==> src/rtl/cpu_types_pkg.sv <==
`default_nettype none
// ============================================================================
// Module   : cpu_types_pkg
// Purpose  : Shared CPU pipeline types: stage-register state and widths.
// Revision : 1.0  initial release
// ============================================================================
package cpu_types_pkg;

    localparam int PSR_OCC_W = 2;

    typedef enum logic [1:0] {
        PSR_EMPTY = 2'd0,
        PSR_ONE   = 2'd1,
        PSR_FULL  = 2'd2
    } pstage_state_t;

endpackage : cpu_types_pkg
`default_nettype wire

==> src/rtl/pipe_stage_reg.sv <==
`default_nettype none
// ============================================================================
// Module   : pipe_stage_reg
// Purpose  : Generic valid/ready pipeline stage register with flush-to-bubble.
//            Define PIPE_STAGE_REG_SKID_EN for the 2-entry skid variant with a
//            registered in_ready; otherwise a single register with
//            combinational in_ready.
// Revision : 1.0  initial release
// ============================================================================
module pipe_stage_reg
    import cpu_types_pkg::*;
#(
    parameter int               WIDTH  = 32,
    parameter logic [WIDTH-1:0] BUBBLE = '0
) (
    input  logic                 CLK,
    input  logic                 RST,
    input  logic                 flush,
    input  logic                 in_valid,
    output logic                 in_ready,
    input  logic [WIDTH-1:0]     in_data,
    output logic                 out_valid,
    input  logic                 out_ready,
    output logic [WIDTH-1:0]     out_data,
    output logic [PSR_OCC_W-1:0] occupancy
);

    pstage_state_t    state;
    pstage_state_t    state_nxt;
    logic [WIDTH-1:0] main_reg;
    logic [WIDTH-1:0] main_nxt;
    logic             accept;
    logic             fire;

    // main_reg is kept at BUBBLE whenever the stage is empty, so it can drive
    // out_data directly without an output mux.
    assign out_valid = (state != PSR_EMPTY);
    assign out_data  = main_reg;
    assign occupancy = state;
    assign fire      = out_valid && out_ready;
    assign accept    = in_valid && in_ready;

`ifdef PIPE_STAGE_REG_SKID_EN

    logic [WIDTH-1:0] skid_reg;
    logic [WIDTH-1:0] skid_nxt;
    logic             ready_reg;

    assign in_ready = ready_reg;

    always_comb begin
        state_nxt = state;
        main_nxt  = main_reg;
        skid_nxt  = skid_reg;
        if (flush) begin
            state_nxt = PSR_EMPTY;
            main_nxt  = BUBBLE;
            skid_nxt  = BUBBLE;
        end else begin
            case (state)
                PSR_EMPTY: begin
                    if (accept) begin
                        state_nxt = PSR_ONE;
                        main_nxt  = in_data;
                    end
                end
                PSR_ONE: begin
                    if (accept && fire) begin
                        main_nxt  = in_data;
                    end else if (accept) begin
                        state_nxt = PSR_FULL;
                        skid_nxt  = in_data;
                    end else if (fire) begin
                        state_nxt = PSR_EMPTY;
                        main_nxt  = BUBBLE;
                    end
                end
                PSR_FULL: begin
                    if (fire) begin
                        state_nxt = PSR_ONE;
                        main_nxt  = skid_reg;
                        skid_nxt  = BUBBLE;
                    end
                end
                default: begin
                    state_nxt = PSR_EMPTY;
                    main_nxt  = BUBBLE;
                    skid_nxt  = BUBBLE;
                end
            endcase
        end
    end

    // in_ready looks one cycle ahead so no path exists from out_ready.
    always_ff @(posedge CLK) begin
        if (RST) begin
            state     <= PSR_EMPTY;
            main_reg  <= BUBBLE;
            skid_reg  <= BUBBLE;
            ready_reg <= 1'b1;
        end else begin
            state     <= state_nxt;
            main_reg  <= main_nxt;
            skid_reg  <= skid_nxt;
            ready_reg <= (state_nxt != PSR_FULL);
        end
    end

`else

    assign in_ready = out_ready || !out_valid;

    always_comb begin
        state_nxt = state;
        main_nxt  = main_reg;
        if (flush) begin
            state_nxt = PSR_EMPTY;
            main_nxt  = BUBBLE;
        end else if (accept) begin
            state_nxt = PSR_ONE;
            main_nxt  = in_data;
        end else if (fire) begin
            state_nxt = PSR_EMPTY;
            main_nxt  = BUBBLE;
        end
    end

    always_ff @(posedge CLK) begin
        if (RST) begin
            state    <= PSR_EMPTY;
            main_reg <= BUBBLE;
        end else begin
            state    <= state_nxt;
            main_reg <= main_nxt;
        end
    end

`endif

endmodule : pipe_stage_reg
`default_nettype wire
==> config.mk <==
export PLATFORM = sky130hd
export DESIGN_NAME = pipe_stage_reg
export DESIGN_NICKNAME = d
export VERILOG_FILES = /design/src/rtl/cpu_types_pkg.sv /design/src/rtl/pipe_stage_reg.sv
export SDC_FILE = /design/constraint.sdc
export NUM_CORES = 1
export LEC_CHECK = 0
export ABC_AREA = 0
export ABC_CLOCK_PERIOD_IN_PS = 1550
export CELL_PAD_IN_SITES_DETAIL_PLACEMENT = 0
export CELL_PAD_IN_SITES_GLOBAL_PLACEMENT = 2
export CORE_MARGIN = 5
export CORE_UTILIZATION = 19
export CTS_CLUSTER_DIAMETER = 80
export DETAILED_ROUTE_END_ITERATION = 12
export PLACE_DENSITY = 0.72
export SYNTH_ARGS = -nofsm -noshare
export SYNTH_HDL_FRONTEND = slang
export SYNTH_SLANG_ARGS = --single-unit
==> constraint.sdc <==
create_clock -name CLK -period 1.55 [get_ports CLK]
set_input_delay 0.31 -clock CLK [delete_from_list [all_inputs] [get_ports CLK]]
set_output_delay 0.31 -clock CLK [all_outputs]
set_load 0.01 [all_outputs]
==> impl_results.md, run 1 <==
- Status: complete, no violations
- Gp weighted congestion: 0.6825
- Worst EP required: 1.24 ns
- Post-route insts no fill: 227
- Largest family of logic cells by synthesized area: compound AO/OA/AOI/OAI gates
- Commonest cells after routing, fill and taps aside: clkdlybuf4s50_1 (68), dfxtp_1 (33), a22o_1 (32)
- Via count: 948
- CTS buffer count: 5
- Total clock sinks: 33
- CTS HTree Levels: 2
- First-pass GRT wire length: 4940 um
- Most common cell after layout, fill and taps aside: clkdlybuf4s50_1
- Root Buffer Master: clkbuf_8
- Yosys cell types: 13
- Portion of netlist area occupied by mux cells: 0%
- Global-route usage over all layers: 8.683%
- Final period util: 97.14%
- PD cells: 1056 nW/um^2
- DP Cell Count: 219
- Final hold vios: 0
- Highest clock rate: 664.2 MHz
- Synth Area in Simple Gates: 1.887%
- Post-DP HPWL: 2342 um
- Top post-synthesis cells by area: dfxtp_1 (62%), a22o_1 (26%), buf_6 (4.2%)
- Die ar.: 7179 um^2
- DR iter-0 viols: 21
- Nets@finish: 191
- Total chip power: 2.075 mW
- CP Cell Sequence: clkdlybuf4s50_1 -> nand2b_1 -> dlygate4sd2_1
- Wire length per cell: 13.83 um
- Congestion Overflow GR: 0
- Top Ports: 73
- Initial Util: 19.39%
- Adder-cell share of the synthesized area: 0%
- Post-layout util: 35.89%
- Antenna violations before repair: 0
- Later-pin clock latency in the skew report: 0.28 ns
- Worst flop-to-flop path endpoint: out_data[23]$_SDFFE_PP0P_
- CTS clk-pin slew, worst paths: 0.07 ns
- Max_cap viols: 0
- Drt total wl: 3139 um
- Synth area leader: dfxtp_1
- PnR worst setup slack: 0.04436 ns
- Crit. End Element: output port
- Setup TNS: 0 ns
- Vias in the first global route: 961
- Resized cells post-CTS: 3
- Hold WC Path Type: reg -> reg
- Sequential area share after synthesis: 62.26%
- Finish-stage setup viols: 0
- # port buffers: 71
- Post-CTS Setup Inserts: 0
- Setup repair after global routing missed its margin: no
- Startpoint types: primary input
- Worst-case reg-to-reg path depth: 5
- Crit. Startpoint: out_ready
- Crit path DAT: 1.20 ns
- Largest net degree at the start of global routing: 33
- Lkg Pwr: 0.7704 nW
- Synth warnings: 0
- CP Class: in -> out
- Vias per std cell: 4.176
- DRC viols: 0
- R2R Setup Slk: 0.26 ns
- Post-layout min period: 1.506 ns
- Seq cells post-synth: 33
- Setup slack after placement: -0.2229 ns
- Mapped Cells: 82
- Seq. cell area: 660.6 um^2
- CP peak stage delay: 0.47 ns
- Synth Area per Inst: 12.94 um^2
- Critical path capture point: in_ready
- Post-DRT Antenna Nets: 0
- DRT Pass-1 Iters: 4
- Mapped Nets: 119
- Multi-input logic area: 321.6 um^2
- Layout cell share with drive strength beyond 1: 7.097%
- Peak VDD IR: 0.4275 mV
- RR Startpoint: occupancy[0]$_SDFFE_PP0P_
- Area growth from synthesis to layout: 85.14%
- Slowest cell on crit path: clkdlybuf4s50_1
- TritonCTS clock tree: done
- Synthesized area: 1061 um^2
- Area share of the largest cell type after synthesis: 62.26%
- # diodes: 0
- Clock tree buffer depth: 2
- Die X-Extent: 84.73 um
- Filler cells: 553
- Die Y: 84.73 um
- Post-Synth XOR/XNOR Area: 0%
- CTS Hold Bufs: 0
- Worst Hold Launch: out_data[1]$_SDFFE_PP0P_
- # rows: 27
- CP max FO: 2
- Core Area: 5473 um^2
- Final slew viol count: 0
- Skew final: 0.007385 ns
- Synth Area in Compound Gates: 28.07%
routing by layer:
| layer | share of wire (%) | vias to the layer above | GRT usage (%) |
|---|---|---|---|
| met5 | 0 | - | 0 |
| met4 | 1.4 | 0 | 3.022 |
| li1 | - | 449 | - |
| met3 | 13 | 5 | 4.907 |
| met1 | 43 | 430 | 10.69 |
| met2 | 43 | 64 | 12.67 |
kinds of logic after synthesis:
| family | after synthesis |
|---|---|
| simple gates | 4 |
| flops | 33 |
| compound gates | 34 |
| buf+inv | 10 |
| other cells | 1 |
synthesized netlist by cell type:
cell       n
o211a_1    1
a21boi_0   1
conb_1     1
buf_6      4
nor2_1     1
nand2_1    1
a22o_1    32
buf_4      2
nand2b_1   1
inv_1      1
buf_2      3
and3_1     1
dfxtp_1   33
area by class of cell:
type | instances | area share, %
Clock buffer | 5 | 3.503
Timing Repair Buffer | 74 | 38.41
Sequential cell | 33 | 33.63
Multi-Input combinational cell | 39 | 16.37
Clock inverter | 3 | 3.312
Inverter | 1 | 0.1911
Tap cell | 72 | 4.586
state kept, by name (all words and copies together), names as in the netlist:
| name | count |
|---|---|
| out_data | 32 |
| occupancy | 1 |
worst min path at each step:
stage / slack [ns] / cells past startpoint / end
floorplan: 0.44 / 1 / out_data[24]$_SDFFE_PP0P_
global route: 0.50 / 1 / out_data[4]$_SDFFE_PP0P_
global placement: 0.46 / 1 / out_data[18]$_SDFFE_PP0P_
detailed placement: 0.46 / 1 / out_data[14]$_SDFFE_PP0P_
CTS: 0.49 / 1 / out_data[11]$_SDFFE_PP0P_
finish: 0.48 / 1 / out_data[1]$_SDFFE_PP0P_
worst max-delay path, delay by kind of cell:
family,cells,cell delay (ns)
buf+inv,2,0.75
simple gates,1,0.13
stage by stage:
stage          area (um^2)  hold WS (ns)
3_5_place_dp          1834        0.4631
5_1_grt               1964        0.5005
3_3_place_gp          1834        0.4598
6_report              1964        0.4790
2_1_floorplan         1061        0.4355
4_1_cts               1964        0.4853
report_power, final:
part	internal, mW	switching (mW)
combinational	0.157	0.0745
clock	0.639	0.312
sequential	0.877	0.0155
total	1.67	0.402
Note: power is estimated with default switching activity, not from simulation.
==> run 2: changes to the inputs <==
Settings changed: CORE_ASPECT_RATIO set to 1.5.
==> run 2 against run 1 <==
  * Sequential cell count did not move
  * Sequential share of layout area rose by 1.2 points
  * Fmax is 1.1% higher
  * First-iteration DRC count up 76%
  * Clock power shrank 34%
  * Utilization shrank 1.0 points
  * Die area up 0.43%
  * Critical path depth shrank 2
  * Largest power group is now registers
  * Highest routed layer unchanged
==> impl_results.md, run 2 (synthesis gave the netlist of run 1 again) <==
- Status: complete, no violations
- Internal: 1.383 mW
- Nets@finish: 192
- Die ar.: 7210 um^2
- Slowest cell on crit path: clkdlybuf4s50_1
- Switch Pwr: 368.7 uW
- Max_cap viols: 0
- # diodes: 0
- CTS buffer count: 5
- Hold WC Path Type: reg -> reg
- PD cells: 921.8 nW/um^2
- Crit path DAT: 1.18 ns
- Sw Ratio: 21.04%
- Sequential share of power: 51.0%
- # rows: 33
- PnR worst setup slack: 0.06110 ns
- CP peak stage delay: 0.54 ns
- Layout cell share with drive strength beyond 1: 7.097%
- DR iter-0 viols: 37
- Crit. Startpoint: occupancy[0]$_SDFFE_PP0P_
- TritonCTS clock tree: done
- Post-DP HPWL: 2434 um
- Initial Util: 19.47%
- Wire length per cell: 13.68 um
- Core Area: 5450 um^2
- CP Cell Sequence: clkdlybuf4s50_1
- DRT Pass-1 Iters: 2
- CTS HTree Levels: 2
- CTS Hold Bufs: 0
- Setup slack after placement: -0.2454 ns
- First-pass GRT wire length: 4940 um
- Critical path capture point: out_valid
- CTS clk-pin slew, worst paths: 0.06 ns
- Drt total wl: 3078 um
- Combinational power share: 12.9%
- Later-pin clock latency in the skew report: 0.27 ns
- Root Buffer Master: clkbuf_8
- Clock tree buffer depth: 2
- Area growth from synthesis to layout: 79.13%
- Gp weighted congestion: 0.7076
- CP Class: reg -> out
- Max reg flops: 32
- Peak VDD IR: 0.3687 mV
- Commonest cells after routing, fill and taps aside: clkdlybuf4s50_1 (69), a22o_1 (32), dfxtp_1 (32)
- Total clock sinks: 33
- Critical Path Stages: 1
- Antenna violations before repair: 0
- Skew final: 0.003037 ns
- Vias in the first global route: 1026
- Crit path buffers/inverters: 1
- Final hold vios: 0
- Post-DRT Antenna Nets: 0
- Hold path depth: 1
- Crit-path leading delay family: buffers and inverters
- Largest net degree at the start of global routing: 19
- Post-layout min period: 1.489 ns
- Crit. End Element: output port
- Final period util: 96.06%
- Final slew viol count: 0
- Setup repair after global routing missed its margin: no
- Lkg Pwr: 0.7449 nW
- Vias per std cell: 4.124
- Finish-stage setup viols: 0
- Most common cell after layout, fill and taps aside: clkdlybuf4s50_1
- Total chip power: 1.752 mW
- # port buffers: 71
- CP max FO: 5
- Congestion Overflow GR: 0
- Worst flop-to-flop path endpoint: out_data[19]$_SDFFE_PP0P_
- Die Y: 101.5 um
- DRC viols: 0
- R2R Setup Slk: 0.39 ns
- Highest clock rate: 671.6 MHz
- Top Ports: 73
- Clock power share: 36.1%
- Startpoint types: flip-flop
- Global-route usage over all layers: 8.803%
- RR Startpoint: occupancy[0]$_SDFFE_PP0P_
- Via count: 928
- Worst EP required: 1.24 ns
- Die X-Extent: 71.02 um
- Worst-case reg-to-reg path depth: 4
- Post-CTS Setup Inserts: 0
run 2: cell count changes in the layout (fill, tap and decap cells not counted), sizes merged:
cell / previous run / this run
buf: 3 / 4
bufinv: 2 / 0
clkbuf: 5 / 7
clkdlybuf4s15: 0 / 1
clkdlybuf4s50: 68 / 69
clkinv: 1 / 0
dlygate4sd2: 3 / 1
run 2: power groups by stage:
stage | logic [mW] | clock network [mW] | registers, mW
3_5_place_dp | 0.229 | 0 | 0.913
2_1_floorplan | 0.0586 | 0 | 0.925
6_report | 0.226 | 0.632 | 0.894
3_3_place_gp | 0.227 | 0 | 0.912
4_1_cts | 0.230 | 0.670 | 0.894
5_1_grt | 0.242 | 0.706 | 0.897
run 2: worst min-delay path by stage:
stage | startpoint | end | slack (ns)
2_1_floorplan | in_data[24] | out_data[24]$_SDFFE_PP0P_ | 0.44
3_3_place_gp | out_data[6]$_SDFFE_PP0P_ | out_data[6]$_SDFFE_PP0P_ | 0.46
3_5_place_dp | out_data[6]$_SDFFE_PP0P_ | out_data[6]$_SDFFE_PP0P_ | 0.46
4_1_cts | out_data[6]$_SDFFE_PP0P_ | out_data[6]$_SDFFE_PP0P_ | 0.48
5_1_grt | out_data[6]$_SDFFE_PP0P_ | out_data[6]$_SDFFE_PP0P_ | 0.50
6_report | out_data[6]$_SDFFE_PP0P_ | out_data[6]$_SDFFE_PP0P_ | 0.48
run 2: timing repair:
action | 4_1_cts | 5_1_grt
hold endpoints to repair | 0 | 0
pin swaps | 0 | 0
gates resized for setup | 3 | 1
setup endpoints to repair | 3 | 1
run 2: cell type report:
type	instances	area, um^2
Tap cell	70	87.58
Clock buffer	7	86.33
Sequential cell	33	661.9
Multi-Input combinational cell	39	321.6
Fill cell	567	3550
Inverter	1	3.754
Timing Repair Buffer	75	739.5
run 2: layer usage:
metal	GRT usage, %	share of wire (%)	wire length, um
met5	0	0	0
met1	9.124	41	1258
met3	3.476	7.8	239
met4	3.907	1.7	51
met2	15.58	50	1528
run 2: metrics by stage:
step | hold WS, ns | TNS (ns) | utilization (%) | std cells | instance area [um^2]
3_5_place_dp | 0.4635 | -1.966 | 33.29 | 218 | 1814
4_1_cts | 0.4840 | 0 | 34.85 | 225 | 1899
5_1_grt | 0.4965 | 0 | 34.87 | 225 | 1901
3_3_place_gp | 0.4600 | -1.603 | 33.29 | 218 | 1814
6_report | 0.4801 | 0 | 34.87 | 225 | 1901
2_1_floorplan | 0.4355 | 0 | - | 82 | 1061
